## config.mk

```make
export PLATFORM = sky130hd
export DESIGN_NAME = mem_port_arbiter_flat
export DESIGN_NICKNAME = d
export VERILOG_FILES = /design/src/rtl/mem_port_arbiter_if.sv /design/src/rtl/mem_port_arbiter.sv /design/src/flat_wrapper.sv
export SDC_FILE = /design/constraint.sdc
export NUM_CORES = 1
export LEC_CHECK = 0
export ABC_AREA = 0
export CORE_AREA = 2 2 123 125
export DETAILED_ROUTE_END_ITERATION = 10
export DIE_AREA = 0 0 125 127
export PLACE_DENSITY = 0.58
export SYNTH_ARGS = -nofsm -noshare
export SYNTH_HDL_FRONTEND = slang
export SYNTH_SLANG_ARGS = --single-unit
```

## constraint.sdc

```tcl
create_clock -name clk -period 2.08 [get_ports clk]
set_input_delay 0.416 -clock clk [delete_from_list [all_inputs] [get_ports clk]]
set_output_delay 0.416 -clock clk [all_outputs]
set_load 0.005 [all_outputs]
```

## src/rtl/mem_port_arbiter_if.sv

```systemverilog
// -----------------------------------------------------------------------------
// mem_port_arbiter_if
//   Bundles every handshake and memory-bus signal around mem_port_arbiter.
//
//   Requester port n (n = 0 core fetch/load/store, n = 1 loader/debug):
//     mn_req    requester -> arbiter   request, held with payload until mn_gnt
//     mn_we     requester -> arbiter   1 = write, 0 = read
//     mn_lock   requester -> arbiter   ask to keep ownership next cycle
//     mn_addr   requester -> arbiter   byte address
//     mn_wdata  requester -> arbiter   write data
//     mn_wstrb  requester -> arbiter   write byte enables
//     mn_gnt    arbiter -> requester   request accepted this cycle
//     mn_rvalid arbiter -> requester   read data valid (cycle after a granted read)
//     mn_rdata  arbiter -> requester   read data (0 when not valid)
//   Memory side:
//     mem_addr, mem_r_enable, mem_w_enable, mem_wdata, mem_wstrb  arbiter -> memory
//     mem_rdata                                                   memory -> arbiter
//
//   Modports: slave = arbiter view, master = requesters + memory view.
// -----------------------------------------------------------------------------
interface mem_port_arbiter_if #(
    parameter int ADDR_W = 32,
    parameter int DATA_W = 32
);
    localparam int STRB_W = DATA_W / 8;

    logic              m0_req;
    logic              m0_we;
    logic              m0_lock;
    logic [ADDR_W-1:0] m0_addr;
    logic [DATA_W-1:0] m0_wdata;
    logic [STRB_W-1:0] m0_wstrb;
    logic              m0_gnt;
    logic              m0_rvalid;
    logic [DATA_W-1:0] m0_rdata;

    logic              m1_req;
    logic              m1_we;
    logic              m1_lock;
    logic [ADDR_W-1:0] m1_addr;
    logic [DATA_W-1:0] m1_wdata;
    logic [STRB_W-1:0] m1_wstrb;
    logic              m1_gnt;
    logic              m1_rvalid;
    logic [DATA_W-1:0] m1_rdata;

    logic [ADDR_W-1:0] mem_addr;
    logic              mem_r_enable;
    logic              mem_w_enable;
    logic [DATA_W-1:0] mem_wdata;
    logic [STRB_W-1:0] mem_wstrb;
    logic [DATA_W-1:0] mem_rdata;

    modport slave (
        input  m0_req, m0_we, m0_lock, m0_addr, m0_wdata, m0_wstrb,
        output m0_gnt, m0_rvalid, m0_rdata,
        input  m1_req, m1_we, m1_lock, m1_addr, m1_wdata, m1_wstrb,
        output m1_gnt, m1_rvalid, m1_rdata,
        output mem_addr, mem_r_enable, mem_w_enable, mem_wdata, mem_wstrb,
        input  mem_rdata
    );

    modport master (
        output m0_req, m0_we, m0_lock, m0_addr, m0_wdata, m0_wstrb,
        input  m0_gnt, m0_rvalid, m0_rdata,
        output m1_req, m1_we, m1_lock, m1_addr, m1_wdata, m1_wstrb,
        input  m1_gnt, m1_rvalid, m1_rdata,
        input  mem_addr, mem_r_enable, mem_w_enable, mem_wdata, mem_wstrb,
        output mem_rdata
    );
endinterface

```

## src/rtl/mem_port_arbiter.sv

```systemverilog
// -----------------------------------------------------------------------------
// mem_port_arbiter
//   Shares one single-cycle-latency memory port between the core (port 0) and
//   the loader/debug master (port 1). One winner per cycle is chosen
//   combinationally and drives the memory bus directly; read data coming back
//   the following cycle is steered to whichever port issued the read.
//   Round-robin on ties; a requester may lock the port for up to MAX_LOCK
//   consecutive grants to perform an atomic sequence.
//
//   Ports:
//     clk    clock
//     reset  synchronous, active-high reset; forces every output to 0 while high
//     bus    mem_port_arbiter_if.slave (requester handshakes + memory bus)
// -----------------------------------------------------------------------------
module mem_port_arbiter #(
    parameter int ADDR_W   = 32,
    parameter int DATA_W   = 32,
    parameter int MAX_LOCK = 4
) (
    input  logic               clk,
    input  logic               reset,
    mem_port_arbiter_if.slave  bus
);

    localparam int STRB_W = DATA_W / 8;
    localparam int CNT_W  = $clog2(MAX_LOCK + 1);
    localparam logic [CNT_W-1:0] MAX_LOCK_C = CNT_W'(MAX_LOCK);

    typedef enum logic [1:0] {
        ARB   = 2'd0,
        LOCK0 = 2'd1,
        LOCK1 = 2'd2
    } arb_state_e;

    arb_state_e        state_q,      state_d;
    logic              rr_last_q,    rr_last_d;
    logic [CNT_W-1:0]  lock_cnt_q,   lock_cnt_d;
    logic              rd_pending_q, rd_pending_d;
    logic              rd_owner_q,   rd_owner_d;

    logic              lock_eff0;
    logic              lock_eff1;
    logic              gnt0;
    logic              gnt1;
    logic              any_gnt;
    logic              win;
    logic              win_we;
    logic              win_lock;
    logic              win_lock_eff;
    logic [ADDR_W-1:0] win_addr;
    logic [DATA_W-1:0] win_wdata;
    logic [STRB_W-1:0] win_wstrb;

    // A lock only holds while its owner keeps asking and the budget remains.
    assign lock_eff0 = (state_q == LOCK0) && bus.m0_req && bus.m0_lock
                       && (lock_cnt_q < MAX_LOCK_C);
    assign lock_eff1 = (state_q == LOCK1) && bus.m1_req && bus.m1_lock
                       && (lock_cnt_q < MAX_LOCK_C);

    // Grant selection. An expired or released lock falls through to plain
    // round-robin; since rr_last then names the lock holder, the other port
    // wins any tie.
    always_comb begin
        gnt0 = 1'b0;
        gnt1 = 1'b0;
        if (!reset) begin
            if (lock_eff0) begin
                gnt0 = 1'b1;
            end else if (lock_eff1) begin
                gnt1 = 1'b1;
            end else if (bus.m0_req && bus.m1_req) begin
                gnt0 = rr_last_q;
                gnt1 = !rr_last_q;
            end else begin
                gnt0 = bus.m0_req;
                gnt1 = bus.m1_req;
            end
        end
    end

    assign any_gnt = gnt0 | gnt1;
    assign win     = gnt1;

    // Winner payload; all zero when nobody is granted so the bus is quiet.
    always_comb begin
        win_we       = 1'b0;
        win_lock     = 1'b0;
        win_lock_eff = 1'b0;
        win_addr     = '0;
        win_wdata    = '0;
        win_wstrb    = '0;
        if (gnt0) begin
            win_we       = bus.m0_we;
            win_lock     = bus.m0_lock;
            win_lock_eff = lock_eff0;
            win_addr     = bus.m0_addr;
            win_wdata    = bus.m0_wdata;
            win_wstrb    = bus.m0_wstrb;
        end else if (gnt1) begin
            win_we       = bus.m1_we;
            win_lock     = bus.m1_lock;
            win_lock_eff = lock_eff1;
            win_addr     = bus.m1_addr;
            win_wdata    = bus.m1_wdata;
            win_wstrb    = bus.m1_wstrb;
        end
    end

    assign bus.m0_gnt       = gnt0;
    assign bus.m1_gnt       = gnt1;
    assign bus.mem_addr     = win_addr;
    assign bus.mem_wdata    = win_wdata;
    assign bus.mem_wstrb    = win_wstrb;
    assign bus.mem_w_enable = any_gnt && win_we;
    assign bus.mem_r_enable = any_gnt && !win_we;

    // Read return routing. Gating with reset drops a read whose data would
    // arrive while reset is asserted; the requester reissues it afterwards.
    assign bus.m0_rvalid = !reset && rd_pending_q && !rd_owner_q;
    assign bus.m1_rvalid = !reset && rd_pending_q &&  rd_owner_q;
    assign bus.m0_rdata  = bus.m0_rvalid ? bus.mem_rdata : '0;
    assign bus.m1_rdata  = bus.m1_rvalid ? bus.mem_rdata : '0;

    // Next-state for arbitration, lock and read tracking.
    always_comb begin
        state_d      = state_q;
        rr_last_d    = rr_last_q;
        lock_cnt_d   = lock_cnt_q;
        rd_pending_d = 1'b0;
        rd_owner_d   = rd_owner_q;
        if (any_gnt) begin
            rr_last_d    = win;
            rd_pending_d = !win_we;
            rd_owner_d   = win;
            if (win_lock) begin
                if (win_lock_eff) begin
                    lock_cnt_d = lock_cnt_q + CNT_W'(1);
                end else begin
                    state_d    = win ? LOCK1 : LOCK0;
                    lock_cnt_d = CNT_W'(1);
                end
            end else begin
                state_d    = ARB;
                lock_cnt_d = '0;
            end
        end else begin
            // An idle cycle always breaks a lock.
            state_d    = ARB;
            lock_cnt_d = '0;
        end
    end

    always_ff @(posedge clk) begin
        if (reset) begin
            state_q      <= ARB;
            rr_last_q    <= 1'b1;
            lock_cnt_q   <= '0;
            rd_pending_q <= 1'b0;
        end else begin
            state_q      <= state_d;
            rr_last_q    <= rr_last_d;
            lock_cnt_q   <= lock_cnt_d;
            rd_pending_q <= rd_pending_d;
        end
        rd_owner_q <= rd_owner_d;
    end

endmodule

```

## src/flat_wrapper.sv

```systemverilog
// flat-port wrapper written by rule: the top's interface ports become plain ports
module mem_port_arbiter_flat 
#(
    parameter int ADDR_W   = 32,
    parameter int DATA_W   = 32,
    parameter int MAX_LOCK = 4
)
  (clk, reset, bus_m0_req, bus_m0_we, bus_m0_lock, bus_m0_addr, bus_m0_wdata, bus_m0_wstrb, bus_m0_gnt, bus_m0_rvalid, bus_m0_rdata, bus_m1_req, bus_m1_we, bus_m1_lock, bus_m1_addr, bus_m1_wdata, bus_m1_wstrb, bus_m1_gnt, bus_m1_rvalid, bus_m1_rdata, bus_mem_addr, bus_mem_r_enable, bus_mem_w_enable, bus_mem_wdata, bus_mem_wstrb, bus_mem_rdata);
  mem_port_arbiter_if #(.ADDR_W(ADDR_W), .DATA_W(DATA_W)) bus_i ();
  input  logic clk;
  input  logic reset;
  input wire logic [$bits(bus_i.m0_req)-1:0] bus_m0_req;
  input wire logic [$bits(bus_i.m0_we)-1:0] bus_m0_we;
  input wire logic [$bits(bus_i.m0_lock)-1:0] bus_m0_lock;
  input wire logic [$bits(bus_i.m0_addr)-1:0] bus_m0_addr;
  input wire logic [$bits(bus_i.m0_wdata)-1:0] bus_m0_wdata;
  input wire logic [$bits(bus_i.m0_wstrb)-1:0] bus_m0_wstrb;
  output wire logic [$bits(bus_i.m0_gnt)-1:0] bus_m0_gnt;
  output wire logic [$bits(bus_i.m0_rvalid)-1:0] bus_m0_rvalid;
  output wire logic [$bits(bus_i.m0_rdata)-1:0] bus_m0_rdata;
  input wire logic [$bits(bus_i.m1_req)-1:0] bus_m1_req;
  input wire logic [$bits(bus_i.m1_we)-1:0] bus_m1_we;
  input wire logic [$bits(bus_i.m1_lock)-1:0] bus_m1_lock;
  input wire logic [$bits(bus_i.m1_addr)-1:0] bus_m1_addr;
  input wire logic [$bits(bus_i.m1_wdata)-1:0] bus_m1_wdata;
  input wire logic [$bits(bus_i.m1_wstrb)-1:0] bus_m1_wstrb;
  output wire logic [$bits(bus_i.m1_gnt)-1:0] bus_m1_gnt;
  output wire logic [$bits(bus_i.m1_rvalid)-1:0] bus_m1_rvalid;
  output wire logic [$bits(bus_i.m1_rdata)-1:0] bus_m1_rdata;
  output wire logic [$bits(bus_i.mem_addr)-1:0] bus_mem_addr;
  output wire logic [$bits(bus_i.mem_r_enable)-1:0] bus_mem_r_enable;
  output wire logic [$bits(bus_i.mem_w_enable)-1:0] bus_mem_w_enable;
  output wire logic [$bits(bus_i.mem_wdata)-1:0] bus_mem_wdata;
  output wire logic [$bits(bus_i.mem_wstrb)-1:0] bus_mem_wstrb;
  input wire logic [$bits(bus_i.mem_rdata)-1:0] bus_mem_rdata;
  assign bus_i.m0_req = bus_m0_req;
  assign bus_i.m0_we = bus_m0_we;
  assign bus_i.m0_lock = bus_m0_lock;
  assign bus_i.m0_addr = bus_m0_addr;
  assign bus_i.m0_wdata = bus_m0_wdata;
  assign bus_i.m0_wstrb = bus_m0_wstrb;
  assign bus_m0_gnt = bus_i.m0_gnt;
  assign bus_m0_rvalid = bus_i.m0_rvalid;
  assign bus_m0_rdata = bus_i.m0_rdata;
  assign bus_i.m1_req = bus_m1_req;
  assign bus_i.m1_we = bus_m1_we;
  assign bus_i.m1_lock = bus_m1_lock;
  assign bus_i.m1_addr = bus_m1_addr;
  assign bus_i.m1_wdata = bus_m1_wdata;
  assign bus_i.m1_wstrb = bus_m1_wstrb;
  assign bus_m1_gnt = bus_i.m1_gnt;
  assign bus_m1_rvalid = bus_i.m1_rvalid;
  assign bus_m1_rdata = bus_i.m1_rdata;
  assign bus_mem_addr = bus_i.mem_addr;
  assign bus_mem_r_enable = bus_i.mem_r_enable;
  assign bus_mem_w_enable = bus_i.mem_w_enable;
  assign bus_mem_wdata = bus_i.mem_wdata;
  assign bus_mem_wstrb = bus_i.mem_wstrb;
  assign bus_i.mem_rdata = bus_mem_rdata;
  mem_port_arbiter #(.ADDR_W(ADDR_W), .DATA_W(DATA_W), .MAX_LOCK(MAX_LOCK)) u_core (.clk(clk), .reset(reset), .bus(bus_i));
endmodule
```

Yosys cells after proc, flatten, opt, wreduce, memory -nomap -nowiden
Index checks and enable logic that the tools add are counted.
{ "op_classes": {"n_reduce_logical": 19, "n_mul": 0, "n_shift": 0, "n_mux": 24, "n_bitwise": 4, "addsub": 1, "eq_ne": 2, "div_mod_pow": 0, "n_lt_le_gt_ge": 1} }
{ "op_table": {"columns": ["operator", "count"], "rows": [
  ["32-bit two-way mux", 6],
  ["1-bit two-way mux", 15],
  ["1-bit logical AND", 12],
  ["4-bit two-way mux", 2],
  ["1-bit logical NOT", 4],
  ["4-bit OR reduction", 1],
  ["3-bit by 1-bit adder with 3-bit output, second input constant", 1],
  ["3-bit < comparator, second input constant", 1],
  ["1-bit NOT", 3],
  ["3-bit OR reduction", 1],
  ["2-bit by 1-bit == test with 1-bit output, second input constant", 1],
  ["2-bit == test, second input constant", 1],
  ["2-bit two-way mux", 1],
  ["2-bit OR reduction", 1],
  ["1-bit OR", 1]
]} }
{ "word_totals": {"reg_bits": 8, "elab_cells": 57, "ram_bits": 0, "rom_bits": 0, "latch_bits": 0, "in_bits": 176, "mem_count": 0} }

Longest topological paths before layout
{ "depth": {"word_depth": 11, "ltp_mapped": 7, "depth_no_buf": 5} }

Worst setup path after synthesis
No wires, ideal clock.
{ "synth_path": {"kind": "input-to-output", "startpoint": "input port bus_m0_req", "endpoint": "output port bus_mem_wdata[15]", "arrival_time_ps": 1410, "stages": 7, "n_path_buf": 2, "path_slack_ps": 254, "path_cell_list": "and4bb_1 nand2_2 nand3b_2 inv_2 buf_8 buf_12 a22o_1"} }
{ "synth_via": {"elab_chain_len": 7} }
{ "synth_lines": {"columns": ["element", "line_no", "rtl"], "rows": [
  ["start, declared", "flat_wrapper.sv:12", "input wire logic [$bits(bus_i.m0_req)-1:0] bus_m0_req;"],
  ["1-bit logical AND (on tied branches)", "mem_port_arbiter.sv:71, mem_port_arbiter.sv:55", null],
  ["1-bit two-way mux / 1-bit logical AND (equally long branches)", "mem_port_arbiter.sv:71, mem_port_arbiter.sv:55", null],
  ["1-bit two-way mux / 1-bit logical AND (equally long branches)", "mem_port_arbiter.sv:69, mem_port_arbiter.sv:56", null],
  ["1-bit two-way mux", "mem_port_arbiter.sv:67", "if (lock_eff0) begin"],
  ["1-bit two-way mux", "mem_port_arbiter.sv:66", "if (!reset) begin"],
  ["32-bit two-way mux", "mem_port_arbiter.sv:99", "end else if (gnt1) begin"],
  ["32-bit two-way mux *", "mem_port_arbiter.sv:92", "if (gnt0) begin"],
  ["end, declared", "flat_wrapper.sv:33", "output wire logic [$bits(bus_i.mem_wdata)-1:0] bus_mem_wdata;"]
]} }
Every way passes the cells marked *; elsewhere a longest branch is shown, timed or not.

Final worst setup path
{ "layout_path": {"startpoint": "register u_core.lock_cnt_q[2]", "endpoint": "output port bus_mem_addr[10]"} }
{ "layout_via": {"elab_chain_len": 7} }
{ "layout_lines": {"columns": ["element", "line_no", "rtl"], "rows": [
  ["start, declared", "mem_port_arbiter.sv:37", "logic [CNT_W-1:0] lock_cnt_q, lock_cnt_d;"],
  ["start signal, assigned", "mem_port_arbiter.sv:162", "lock_cnt_q <= lock_cnt_d;"],
  ["3-bit < comparator *", "mem_port_arbiter.sv:56, mem_port_arbiter.sv:58", null],
  ["1-bit logical AND", "mem_port_arbiter.sv:58", "&& (lock_cnt_q < MAX_LOCK_C);"],
  ["1-bit two-way mux", "mem_port_arbiter.sv:69", "end else if (lock_eff1) begin"],
  ["1-bit two-way mux", "mem_port_arbiter.sv:67", null],
  ["1-bit two-way mux", "mem_port_arbiter.sv:66", null],
  ["32-bit two-way mux", "mem_port_arbiter.sv:99", null],
  ["32-bit two-way mux *", "mem_port_arbiter.sv:92", null],
  ["end, declared", "flat_wrapper.sv:30", "output wire logic [$bits(bus_i.mem_addr)-1:0] bus_mem_addr;"]
]} }
Marked as above.

==> results.toml <==
[die]
die_w_um = 125
rows = 44
start_util = 0.109
core_mm2 = 0.0144
die_area_mm2 = 0.0159
design.portCount = 314
die_y_um = 127

[pwr]
clockPowerShare = 0.216
p_int_w = 0.00111
comb_power_share = 0.670
p_switching_w = 0.000425
peakVddDrop_mv = 0.190
p_seq_frac = 0.114
power.density_mw_per_mm2 = 280
switching_share = 0.277
leakagePower_nw = 2.68

[cells_and_area]
fill_cells = 1468
design_area_mm2 = 0.00550
multi_input_area_mm2 = 0.00132
layout-drive-gt1-share = 0.362
nets = 745
syn_to_final_growth_pct = 250
regArea_um2 = 173
fin_cells = 752

[critical_path]
ff2ff_setup_slack_ns = 0.48
arrival_ns = 1.99
path_delay_family = "buffers and inverters"
crit_type = "flop to output port"
max_stage_delay_ns = 0.32
path_max_fanout = 5
start_kind = "flop"
worst-path-buf-inv = 6
slowest_stage = "dfxtp_2"
crit_chain = "nand4b_4 -> o221ai_4 -> a21o_4 -> inv_8 -> buf_12 -> buf_12 -> buf_6 -> buf_6 -> a22o_1 -> buf_2"
cp_data_required_time_ns = 1.66
crit_path_end_kind = "output port"

[timing]
setup_violations = 70
slew_violations = 0
skew_ns = 0.000933
tightest_slew_ns = 0.279
max_freq_ghz = 0.416
period_share = 1.15
slew_headroom = 0.814
rsz0062_at_grt = "yes"
hold_violations = 0
postLayoutSetupSlackWorst_ns = -0.321
min_period_ns = 2.40

[cts]
clk_pin_slew_ns = 0.04
cts_tree = "built"
clk_path_buf_depth = 2
clk_latency_ns = 0.23
cts_num_sinks = 8
cts_made_buffers = 3
cts_root_buf = "clkbuf_16"
h-tree-depth = 1

[detailed_routing]
finalWirelength_um = 14200
ant_nets = 0
wl_per_cell_um = 18.9
vias = 3182
first_iter_violations = 82
drc = 0
viasPerCell = 4.23
dr.pass1.iters = 4

[grt]
grt_pass1_vias = 3368
grt_overflow = 0
antenna_found_initial = 2
track_usage = 0.161
grt_max_degree = 18
grt_pass1_wl_um = 20000

[synth]
ys_warn_count = 0
synth-seq-cells = 8
ys_seq_area_frac = 0.108
avgSynthCellArea_um2 = 8.05
synth_nets = 372
synth_cell_type_count = 32
syn_inst = 195
mappedNetlistArea_mm2 = 0.00157

[place]
hpwl_um = 10600
placed_cell_area_mm2 = 0.00503
port_buffers = 313
place.gp.congestion = 0.914
place_inst = 694

[flow_run]
cap_violations = 0

[status]
status = "finished with violations"
violations = "negative setup slack"

[min_path]
hold_path_class = "flop to flop"
==> routing by layer <==
layer	global-route usage	vias up	share of wire
li1	-	1485	-
met1	0.163	1451	0.34
met2	0.318	218	0.54
met3	0.0415	26	0.090
met4	0.0536	2	0.031
met5	0	-	0.00091
==> worst register-to-register path: stages (launching register included) <==
cell	delay, ns
dfxtp_2	0.32
nand4b_4	0.19
buf_4	0.17
o2bb2ai_4	0.18
nand3b_4	0.13
buf_4	0.16
buf_6	0.11
nand2_1	0.06
==> per-stage QoR <==
| step | setup WS [ns] | utilization | hold WS, ns | total power (W) | setup TNS [ns] |
|---|---|---|---|---|---|
| 5_1_grt | -0.379 | 0.381 | 0.532 | 0.00162 | -19.89 |
| 2_1_floorplan | 0.254 | - | 0.417 | 0.000411 | 0 |
| 4_1_cts | -0.305 | 0.386 | 0.488 | 0.00154 | -13.89 |
| 6_report | -0.321 | 0.381 | 0.503 | 0.00154 | -15.87 |
| 3_5_place_dp | -0.950 | 0.348 | 0.483 | 0.00111 | -96.28 |
| 3_3_place_gp | -0.886 | 0.348 | 0.440 | 0.00111 | -91.54 |
==> final timing paths <==
kind / from / end / cells after the start
worst max register to register: u_core.lock_cnt_q[2]$_SDFF_PP0_ / u_core.rd_owner_q$_DFFE_PN_ / 7
worst min-delay path: u_core.lock_cnt_q[0]$_SDFF_PP0_ / u_core.lock_cnt_q[0]$_SDFF_PP0_ / 1
worst min register to register: u_core.lock_cnt_q[0]$_SDFF_PP0_ / u_core.lock_cnt_q[0]$_SDFF_PP0_ / 1
worst max-delay path: u_core.lock_cnt_q[2]$_SDFF_PP0_ / bus_mem_addr[10] / 10
==> power groups by stage <==
stage / sequential [W] / combinational (W) / clock, W
2_1_floorplan: 0.000172 / 0.000239 / 0
3_3_place_gp: 0.000174 / 0.000932 / 0
3_5_place_dp: 0.000175 / 0.000937 / 0
4_1_cts: 0.000174 / 0.00103 / 0.000335
5_1_grt: 0.000176 / 0.00109 / 0.000347
6_report: 0.000175 / 0.00103 / 0.000331
==> synthesized netlist by cell type <==
library cell / count / area [µm²]
or2_2: 2 / 12.5
a21o_4: 1 / 15.0
nor3b_1: 1 / 7.51
and4b_1: 2 / 20.0
buf_8: 1 / 15.0
nand2_2: 1 / 6.26
and2_1: 66 / 413
o21ai_0: 1 / 5.00
o221ai_2: 1 / 15.0
a2bb2oi_1: 1 / 8.76
buf_4: 5 / 37.5
o2bb2ai_1: 1 / 8.76
a22o_1: 68 / 596
buf_2: 5 / 25.0
nand3b_2: 1 / 11.3
nand4b_2: 1 / 15.0
ha_1: 1 / 12.5
a21oi_1: 3 / 15.0
dfxtp_1: 7 / 140
xor2_1: 1 / 8.76
a211oi_1: 2 / 15.0
a21o_1: 1 / 7.51
clkbuf_1: 7 / 26.3
inv_2: 2 / 7.51
buf_6: 2 / 22.5
nand2b_1: 2 / 12.5
buf_12: 1 / 20.0
edfxtp_1: 1 / 30.0
and3b_1: 1 / 8.76
nand2_1: 4 / 15.0
inv_1: 1 / 3.75
and4bb_1: 1 / 12.5
==> logic make-up after synthesis <==
logic type	share of synthesized area
AND/OR/NAND/NOR	0.341
AO/OA/AOI/OAI	0.437
buffers and inverters	0.100
flip-flops	0.108
XOR/XNOR	0.00558
adder cells (fa/ha/maj)	0.00797
==> registers in the layout, indices dropped and copies added, names as in the netlist <==
register / count
u_core.rr_last_q: 1
u_core.lock_cnt_q: 3
u_core.rd_owner_q: 1
u_core.rd_pending_q: 1
u_core.state_q: 2
==> cell usage in the layout (no fill, tap or decap), drive strengths merged, types with 2 or more instances in the layout <==
| master | Yosys | layout |
|---|---|---|
| a21oi | 3 | 3 |
| dlygate4sd2 | 0 | 20 |
| a22o | 68 | 68 |
| nand2b | 2 | 2 |
| and2 | 66 | 66 |
| a211oi | 2 | 2 |
| clkdlybuf4s50 | 0 | 170 |
| a21o | 2 | 2 |
| or2 | 2 | 2 |
| buf | 14 | 154 |
| clkdlybuf4s15 | 0 | 16 |
| and4b | 2 | 2 |
| nand2 | 5 | 5 |
| dfxtp | 7 | 7 |
| inv | 3 | 2 |
| clkbuf | 7 | 33 |
==> area by class of cell <==
| type | count | area share |
|---|---|---|
| Timing Repair Buffer | 389 | 0.667 |
| Multi-Input combinational cell | 163 | 0.239 |
| Tap cell | 184 | 0.0419 |
| Sequential cell | 8 | 0.0314 |
| Clock buffer | 4 | 0.0143 |
| Inverter | 3 | 0.00569 |
| Antenna cell | 1 | 0.000455 |
==> timing repair <==
item                       CTS  global route
pin swaps                   39            42
resized for setup          459            76
buffers inserted            38             7
hold buffers                 0             0
setup endpoints to repair  138           126
cloned                      11             3
Note: power is estimated with default switching activity, not from simulation.
